`config.mk`:
```
export PLATFORM = sky130hd
export DESIGN_NAME = branch_predict_unit
export DESIGN_NICKNAME = d
export VERILOG_FILES = /design/src/rtl/bp_pkg.sv /design/src/rtl/bp_btb.sv /design/src/rtl/branch_predict_unit.sv
export SDC_FILE = /design/constraint.sdc
export NUM_CORES = 1
export LEC_CHECK = 0
export CAP_MARGIN = 0
export CELL_PAD_IN_SITES_DETAIL_PLACEMENT = 0
export CELL_PAD_IN_SITES_GLOBAL_PLACEMENT = 1
export CORE_AREA = 2 2 199 201
export CTS_CLUSTER_SIZE = 40
export DETAILED_ROUTE_END_ITERATION = 8
export DIE_AREA = 0 0 201 203
export GPL_TIMING_DRIVEN = 0
export HOLD_SLACK_MARGIN = 0.03
export PLACE_DENSITY = 0.83
export SYNTH_ARGS = -nofsm -noshare
export SYNTH_HDL_FRONTEND = slang
export SYNTH_SLANG_ARGS = --single-unit
```
`constraint.sdc`:
```
create_clock -name clk -period 4.4 [get_ports clk]
set_input_delay 0.88 -clock clk [delete_from_list [all_inputs] [get_ports clk]]
set_output_delay 0.88 -clock clk [all_outputs]
set_load 0.02 [all_outputs]
```
`src/rtl/bp_pkg.sv`:
```
// Shared types for the branch predictor: 2-bit history counter states, BTB entry layout
// and the saturating counter update used when training the BHT.
package bp_pkg;

   // Entry fields are sized for the widest supported PC; narrower configurations keep the
   // unused high bits at zero and synthesis trims them.
   localparam int BP_FIELD_W = 32;

   typedef enum logic [1:0] {
      SNT = 2'b00,
      WNT = 2'b01,
      WT  = 2'b10,
      ST  = 2'b11
   } bht_state_t;

   typedef struct packed {
      logic                  valid;
      logic                  uncond;
      logic [BP_FIELD_W-1:0] tag;
      logic [BP_FIELD_W-1:0] target;
   } btb_entry_t;

   function automatic bht_state_t sat_update(input bht_state_t s, input logic taken);
      bht_state_t r;
      r = s;
      if (taken) begin
         if (s != ST) r = bht_state_t'(s + 2'd1);
      end else begin
         if (s != SNT) r = bht_state_t'(s - 2'd1);
      end
      return r;
   endfunction

endpackage

```
`src/rtl/bp_btb.sv`:
```
// Direct-mapped branch target buffer: one combinational read port for fetch lookup,
// one synchronous write port for EX-stage training, synchronous clear of every entry.
module bp_btb
   import bp_pkg::*;
#(
   parameter int DEPTH = 16,
   parameter int IDX_W = $clog2(DEPTH)
) (
   input  logic             clk,
   input  logic             reset,
   input  logic [IDX_W-1:0] rd_idx_i,
   output btb_entry_t       rd_entry_o,
   input  logic             wr_en_i,
   input  logic [IDX_W-1:0] wr_idx_i,
   input  btb_entry_t       wr_entry_i
);

   btb_entry_t mem_q [DEPTH];

   // No write-to-read bypass: a lookup in the training cycle sees the old entry.
   assign rd_entry_o = mem_q[rd_idx_i];

   always_ff @(posedge clk) begin
      if (reset) begin
         for (int i = 0; i < DEPTH; i++) begin
            mem_q[i] <= '0;
         end
      end else if (wr_en_i) begin
         mem_q[wr_idx_i] <= wr_entry_i;
      end
   end

endmodule

```
`src/rtl/branch_predict_unit.sv`:
```
// Branch prediction (BTB + 2-bit BHT lookup at fetch) and resolution (mispredict
// detection, redirect, table training, saturating mispredict statistics at EX).
module branch_predict_unit
   import bp_pkg::*;
#(
   parameter int PC_W  = 9,
   parameter int DEPTH = 16,
   parameter int CNT_W = 16
) (
   input  logic             clk,
   input  logic             reset,
   input  logic [PC_W-1:0]  if_pc,
   output logic             pred_taken,
   output logic [PC_W-1:0]  pred_target,
   input  logic             ex_valid,
   input  logic [PC_W-1:0]  ex_pc,
   input  logic [31:0]      ex_imm,
   input  logic             ex_branch,
   input  logic             ex_jal,
   input  logic             ex_jalr,
   input  logic [31:0]      ex_alu_result,
   input  logic             ex_pred_taken,
   input  logic [PC_W-1:0]  ex_pred_target,
   output logic [31:0]      pc_four,
   output logic [31:0]      pc_imm,
   output logic             redirect,
   output logic [31:0]      redirect_pc,
   output logic [CNT_W-1:0] mispredict_cnt
);

   localparam int IDX_W  = $clog2(DEPTH);
   localparam int TAG_SH = IDX_W + 2;

   bht_state_t       bht_q [DEPTH];
   logic [CNT_W-1:0] cnt_q, cnt_d;

   logic [IDX_W-1:0] if_idx, ex_idx;
   logic [31:0]      if_tag, ex_tag;
   btb_entry_t       rd_entry, wr_entry;
   logic             btb_wr_en;
   logic             hit;

   logic             act_taken;
   logic [31:0]      act_target;
   logic             tgt_oob;
   logic             ex_ctl;

   // Tag is everything above the index; shifting a zero-extended PC gives a zero tag
   // when the index consumes all PC bits, so such entries always match.
   assign if_idx = if_pc[IDX_W+1:2];
   assign ex_idx = ex_pc[IDX_W+1:2];
   assign if_tag = 32'(if_pc) >> TAG_SH;
   assign ex_tag = 32'(ex_pc) >> TAG_SH;

   bp_btb #(
      .DEPTH (DEPTH),
      .IDX_W (IDX_W)
   ) u_btb (
      .clk        (clk),
      .reset      (reset),
      .rd_idx_i   (if_idx),
      .rd_entry_o (rd_entry),
      .wr_en_i    (btb_wr_en),
      .wr_idx_i   (ex_idx),
      .wr_entry_i (wr_entry)
   );

   // Stored targets are always in range; the upper-bit check only guards the lookup.
   assign hit = rd_entry.valid
              && (rd_entry.tag == if_tag)
              && ((rd_entry.target >> PC_W) == '0);

   always_comb begin
      pred_taken  = 1'b0;
      pred_target = if_pc + PC_W'(4);
      if (!reset && hit) begin
         pred_taken  = rd_entry.uncond | bht_q[if_idx][1];
         pred_target = rd_entry.target[PC_W-1:0];
      end
   end

   assign pc_four = 32'(ex_pc) + 32'd4;
   assign pc_imm  = 32'(ex_pc) + ex_imm;

   assign act_taken  = ex_jal | ex_jalr | (ex_branch & ex_alu_result[0]);
   assign act_target = ex_jalr ? {ex_alu_result[31:1], 1'b0} : pc_imm;
   assign tgt_oob    = (act_target >> PC_W) != '0;

   // A taken target outside the PC space can never match the piped prediction.
   assign redirect = ex_valid & ~reset
                   & ((act_taken != ex_pred_taken)
                      | (act_taken & ((act_target[PC_W-1:0] != ex_pred_target) | tgt_oob)));

   assign redirect_pc = act_taken ? act_target : pc_four;

   assign ex_ctl    = ex_valid & (ex_branch | ex_jal | ex_jalr);
   assign btb_wr_en = ex_ctl & act_taken & ~reset;

   always_comb begin
      wr_entry        = '0;
      wr_entry.valid  = 1'b1;
      wr_entry.uncond = ex_jal | ex_jalr;
      wr_entry.tag    = ex_tag;
      wr_entry.target = 32'(act_target[PC_W-1:0]);
   end

   always_comb begin
      cnt_d = cnt_q;
      if (redirect && (cnt_q != '1)) cnt_d = cnt_q + CNT_W'(1);
   end

   always_ff @(posedge clk) begin
      if (reset) begin
         for (int i = 0; i < DEPTH; i++) begin
            bht_q[i] <= WNT;
         end
         cnt_q <= '0;
      end else begin
         cnt_q <= cnt_d;
         if (ex_valid && ex_branch) begin
            bht_q[ex_idx] <= sat_update(bht_q[ex_idx], act_taken);
         end
      end
   end

   assign mispredict_cnt = cnt_q;

endmodule
```
## Word-level counts from Yosys, hierarchy flattened

Memories as Yosys holds them, arrays and structs flattened.
Index checks and enable logic that the tools add are counted.

- Register bits after elaboration: 16
- Bits in writable memories: 256
- Input bits: 98
- Output and inout bits: 123
- Memories kept: 2

- $add $sub $neg: 6
- Equal/unequal tests: 5
- Mux-type cells: 23
- Bitwise gates (word level): 15
- Reduce and logical (&&, ||, !) cells: 11

Memories:

| memory | words | width | read ports | clocked after Yosys merged registers in | write ports | RTL line | text |
|---|---|---|---|---|---|---|---|
| u_btb.mem_q | 16 | 14 | 1 | 0 | 16 | bp_btb.sv:18 | `btb_entry_t mem_q [DEPTH];` |
| bht_q | 16 | 2 | 2 | 0 | 16 | branch_predict_unit.sv:34 | `bht_state_t bht_q [DEPTH];` |

Operator list:

| cell | number |
|---|---|
| 32-bit 2-to-1 mux | 2 |
| 9-bit by 32-bit adder with 32-bit output | 1 |
| 32-bit by 3-bit equality test with 1-bit output | 1 |
| 32-bit logical NOT (first input constant) | 1 |
| 32-bit nonzero test | 1 |
| 16-bit by 1-bit adder with 16-bit output (second input constant) | 1 |
| 16-bit inequality test (second input constant) | 1 |
| 14-bit 2-to-1 mux | 1 |
| 14-bit OR reduction | 1 |
| 2-bit 2-to-1 mux | 6 |
| 1-bit 2-to-1 mux | 11 |
| 9-bit by 3-bit adder with 10-bit output (second input constant) | 1 |
| 9-bit by 3-bit adder with 9-bit output (second input constant) | 1 |
| 9-bit 2-to-1 mux | 1 |
| 9-bit inequality test | 1 |
| 4-bit 2-to-1 mux | 2 |
| 1-bit bitwise AND | 7 |
| 1-bit bitwise OR | 7 |
| 1-bit logical AND | 5 |
| 2-bit by 1-bit adder with 2-bit output (second input constant) | 1 |
| 2-bit inequality test (second input constant) | 1 |
| 2-bit nonzero test | 1 |
| 2-bit OR reduction | 1 |
| 2-bit by 1-bit subtractor with 2-bit output (second input constant) | 1 |
| other kinds (3) | 3 |

## Depth between registers and ports, before layout

- Depth in word-level cells: 10
- Gate-level depth with buffers: 15
- Depth with buffers taken out: 13

## By module

Synthesis repeated with hierarchy kept, for this count alone.

- Cell total of the unflattened synthesis: 3513
- Area, all modules: 52026.1 um^2

Modules (own cells, without submodules):

| module | times used | cells an instance | area an instance (um^2) | sequential area each (um^2) |
|---|---|---|---|---|
| bp_btb | 1 | 2884 | 46971.3 | 31710.4 |
| branch_predict_unit | 1 | 629 | 5054.8 | 1281.2 |

## Least setup slack after synthesis

OpenSTA, ideal clock, no wires.

- Path type: input port to output port
- Start: input ex_pc[0]
- End: output redirect
- Arrival: 3.712 ns
- Data required time: 3.520 ns
- Setup slack: -0.192 ns
- Cell stages on the path: 11
- Path buffers: 0
- Cells stage by stage: ha_1 inv_1 fa_1 nand2b_1 a211oi_1 o21ai_0 xnor2_1 mux2_2 nor3_1 and4_1 a21oi_1

- Word-level cells in the longest chain between the ends: 7

RTL lines:

| item | RTL line | text |
|---|---|---|
| start, declared | branch_predict_unit.sv:16 | `input logic [PC_W-1:0] ex_pc,` |
| 9-bit by 32-bit adder with 32-bit output | branch_predict_unit.sv:83 | `assign pc_imm = 32'(ex_pc) + ex_imm;` |
| via pc_imm[22] | branch_predict_unit.sv:25 | `output logic [31:0] pc_imm,` |
| 32-bit 2-to-1 mux | branch_predict_unit.sv:86 | `assign act_target = ex_jalr ? {ex_alu_result[31:1], 1'b0} : pc_imm;` |
| 32-bit nonzero test | branch_predict_unit.sv:87 | `assign tgt_oob = (act_target >> PC_W) != '0;` |
| 1-bit bitwise OR | branch_predict_unit.sv:92 | `\| (act_taken & ((act_target[PC_W-1:0] != ex_pred_target) \| tgt_oob)));` |
| 1-bit bitwise AND | branch_predict_unit.sv:92 |  |
| 1-bit bitwise OR | branch_predict_unit.sv:92 |  |
| 1-bit bitwise AND | branch_predict_unit.sv:91 | `& ((act_taken != ex_pred_taken)` |
| end, declared | branch_predict_unit.sv:26 | `output logic redirect,` |

The timed path passes the listed nets, and every way through them passes these cells.

## Final worst setup path

- Start: input ex_imm[0]
- End: output redirect

- Word-level cells in the longest chain between the ends: 7

RTL lines:

| item | RTL line | text |
|---|---|---|
| start, declared | branch_predict_unit.sv:17 | `input logic [31:0] ex_imm,` |
| 9-bit by 32-bit adder with 32-bit output (*) | branch_predict_unit.sv:83 |  |
| 32-bit 2-to-1 mux (*) | branch_predict_unit.sv:86 |  |
| 32-bit nonzero test / 9-bit inequality test (equally long branches) | branch_predict_unit.sv:87, branch_predict_unit.sv:92 |  |
| 1-bit bitwise OR (*) | branch_predict_unit.sv:92 |  |
| 1-bit bitwise AND (*) | branch_predict_unit.sv:92 |  |
| 1-bit bitwise OR (*) | branch_predict_unit.sv:92 |  |
| 1-bit bitwise AND (*) | branch_predict_unit.sv:91 |  |

Mark *: on every way between the ends. The rest lies on a longest branch, timed or not.

==> impl_results.md <==
* CTS tree: done
* Largest net degree at the start of global routing at 16
* Vias in the first global route at 12168
* Setup ws final at -0.386 ns
* Crit path to: redirect
* First-pass DRT Iterations at 8
* Via density at between 5 and 6
* Sw frac at 0.273
* Violated checks: setup timing
* Setup violations, final at 2
* Clock Power Share at 0.362
* Post-DRT Antenna Nets at 0
* RR Startpoint: bht_q[11][1]$_SDFFCE_PN0P_
* Overall Global Routing Usage at 0.247
* Fillcell total at roughly 3400
* Ys Warns at 0
* Post-synth top flop: edfxtp_1
* Crit Path Category: input port to output port
* Post-synth EDFFs at 240
* Top cells by area, synth: edfxtp_1 48%, mux4_2 11%, nor2_1 6.9%
* Most frequent cell after synthesis: nor2_1
* Startpoint Class: input port
* Power Density at 344 mW/mm²
* Logic gate share of total power at 0.197
* Worst path top cell family by delay: compound AO/OA/AOI/OAI gates
* Period Utilization, post-route at 1.09
* Syn avg cell area at 11.2 µm²
* Max Slew Vio Count at 0
* Rows at 72
* Reg-to-reg setup timing slack at around 1.8 ns
* Async S/R FF share, synth at 0
* Bufs on Longest Clock Path at 3
* Status: complete, but fails checks
* Post-synth top area cell: edfxtp_1
* Pre-CTS setup slack at -2.23 ns
* Fin area at between 0.015 and 0.02 mm²
* Die area at a little over 0.04 mm²
* Crit-path most repeated cell: buf_6
* Worst-path maximum fanout at 6
* First-pass GRT wire length at 75.6 mm
* Bufs and invs on worst path at 3
* # nets final at 1743
* Max IR drop VDD at approximately 0.00033 V
* Global route overflow at 0
* I/O Pins at between 200 and 250
* Sequential share of power at 0.441
* Clk slew on worst S/H paths at 0.06 ns
* Core box area at 0.0385 mm²
* Max-capacitance violation count at 0
* Gp weighted congestion at between 0.9 and 1
* Drc violations at 0
* Top cell type's share of synthesized area at 0.484
* Num CTS Buffers at 28
* Yosys reg bits at between 200 and 300
* Minimum clock period at roughly 4.8 ns
* Final Skew at between 0.005 and 0.006 ns
* Die X at approximately 200 µm
* Final hold viol count at 0
* Post-Syn Area at between 0.01 and 0.015 mm²
* HPWL Detailed at between 30 and 40 mm
* Vias at between 10000 and 15000
* Worst rel slew slack at 0.375
* Detailed-route wire length at slightly above 50 mm
* Max Clock Freq at about 210 MHz
* Crit end category: output port
* CTS Sinks at 272
* WP depth at 13
* H-tree depth at 1
* Worst Max-Slew Pin Slew at around 0.94 ns
* Seq/Total Area, Yosys at 0.527
* CTS root buffer: clkbuf_16
* Tightest Hold Check Type: flip-flop to flip-flop
* Sw Pwr at between 1500 and 2000 µW
* Initial antenna violation count at 3
* Int Power at a little under 5000 µW
* P&R area growth vs syn at 31.4%
* Die Span Y at 203 µm
* Required time of the critical path at 3.52 ns
* Share of layout cells above drive strength 1 at 0.214
* Cells after Synth at between 1000 and 1500
* Post-synth top cells: 275 x nor2_1, 240 x edfxtp_1, 85 x nand2_1, 77 x clkbuf_1, 74 x mux4_2
* Post-synth cell types at between 70 and 80
* WL/cell at 23.7 µm
* Initial core utilization at 0.387
* Post-Place Cell Area at about 0.018 mm²
* Worst Setup SP: ex_imm[0]
* RSZ-0062 raised after global routing: true
* Skew-Pair Late Insertion Delay at ~0.57 ns
* Slowest CP cell: or4b_4
* Number of port buffers at 193
* CP max stage delay at 0.53 ns
* Initial drt markers at about 1400
* Pleak at 0.00712 µW
* Crit Reg-Reg Endpoint: bht_q[9][0]$_SDFFCE_PN1P_
* CP Cell Sequence: buf_6 > ha_4 > inv_2 > fa_2 > nand2b_4 > a211o_1 > a21o_4 > or4b_4 > a211oi_4 > o21ai_4 > nor4_4 > a21oi_2 > buf_6
* CP arrival at 3.91 ns
* Cells on worst reg2reg path at 6
[final cells by class]
class                   instances  area (µm²)  area share
multi-input cells             924        6910       0.353
clock inverters                23         246      0.0126
clock buffers                  29         704      0.0360
plain buffers                 119         723      0.0370
repair buffers                248        2330       0.119
well taps                     518         648      0.0331
inverters                      36         138     0.00704
diodes                          3        7.51    0.000384
flip-flops and latches        272        7850       0.401
[per-stage QoR]
step | setup TNS, ns | instances | power (µW) | hold WS, ns | utilization
final | -0.527 | 2172 | 6720 | 0.454 | 0.508
after global routing | -0.660 | 2172 | 6900 | 0.470 | 0.508
after CTS | -1.18 | 2161 | 6680 | 0.454 | 0.504
after detailed placement | -229.67 | 2065 | 4200 | 0.443 | 0.457
after global placement | -225.09 | 2065 | 4180 | 0.436 | 0.457
after floorplan | -0.0699 | 1354 | 3670 | 0.427 | -
[cells by family after synthesis]
group | count (synthesis) | share of synthesized area
AND/OR/NAND/NOR | 555 | 0.172
flip-flops | 272 | 0.527
AO/OA/AOI/OAI | 176 | 0.0737
buffers and inverters | 158 | 0.0472
multiplexers | 102 | 0.133
XOR/XNOR | 51 | 0.0310
adder cells (fa/ha/maj) | 18 | 0.0153
other | 1 | 0.000252
[power groups by stage]
| stage | sequential [µW] | combinational (µW) | clock [µW] |
|---|---|---|---|
| 2_1_floorplan | 3000 | 674 | 0 |
| 3_3_place_gp | 3010 | 1170 | 0 |
| 3_5_place_dp | 3020 | 1180 | 0 |
| 4_1_cts | 2960 | 1280 | 2440 |
| 5_1_grt | 2970 | 1390 | 2530 |
| 6_report | 2960 | 1320 | 2430 |
[sequential cells by signal (all words and copies together), names as in the netlist]
name and cells:
bht_q 32, mispredict_cnt 16, u_btb.mem_q 224
[per-layer routing]
metal / share of wire / wire length [µm] / vias to the layer above / GRT usage
met5: 0 / 0 / - / 0
met4: 0.045 / 2340 / 0 / 0.105
met3: 0.090 / 4620 / 127 / 0.0448
met2: 0.48 / 24700 / 686 / 0.407
met1: 0.38 / 19800 / 6070 / 0.323
li1: - / - / 5443 / -
[cell usage in the layout (no fill, tap or decap), types with 30 or more instances in the layout]
cell / n
clkbuf_16: 30
nor3_1: 32
a21oi_1: 48
mux4_2: 74
dlygate4sd2_1: 33
buf_4: 84
clkbuf_1: 60
nor2_1: 270
dfxtp_1: 32
inv_1: 31
o21ai_0: 47
nand2_1: 82
edfxtp_1: 240
clkdlybuf4s50_1: 122
nand3_1: 35
[worst register-to-register path: cells and delay by family, from the launching register on]
| kind | cells | cell delay [ns] |
|---|---|---|
| mux | 2 | 0.76 |
| flops | 1 | 0.40 |
| simple gates | 1 | 0.16 |
| buf+inv | 1 | 0.38 |
| compound gates | 1 | 0.26 |
| fa+ha+maj | 1 | 0.36 |
[timing repair]
| action | in CTS | in global routing |
|---|---|---|
| setup buffers | 45 | 9 |
| hold buffers | 0 | 0 |
| pin swaps | 33 | 14 |
| endpoints found under the setup margin | 189 | 67 |
| gates resized for setup | 265 | 62 |
| cloned | 1 | 0 |
[how the worst min path moves through the flow]
stage                                     startpoint  cells after the start                          endpoint  slack [ns]
CTS                 u_btb.mem_q[10][13]$_SDFFE_PP1P_                      2  u_btb.mem_q[10][13]$_SDFFE_PP1P_        0.45
floorplan           u_btb.mem_q[10][13]$_SDFFE_PP1P_                      2  u_btb.mem_q[10][13]$_SDFFE_PP1P_        0.43
finish              u_btb.mem_q[10][13]$_SDFFE_PP1P_                      2  u_btb.mem_q[10][13]$_SDFFE_PP1P_        0.45
global placement    u_btb.mem_q[10][13]$_SDFFE_PP1P_                      2  u_btb.mem_q[10][13]$_SDFFE_PP1P_        0.44
detailed placement  u_btb.mem_q[10][13]$_SDFFE_PP1P_                      2  u_btb.mem_q[10][13]$_SDFFE_PP1P_        0.44
global route        u_btb.mem_q[10][13]$_SDFFE_PP1P_                      2  u_btb.mem_q[10][13]$_SDFFE_PP1P_        0.47
(Power assumes the default switching activity.)
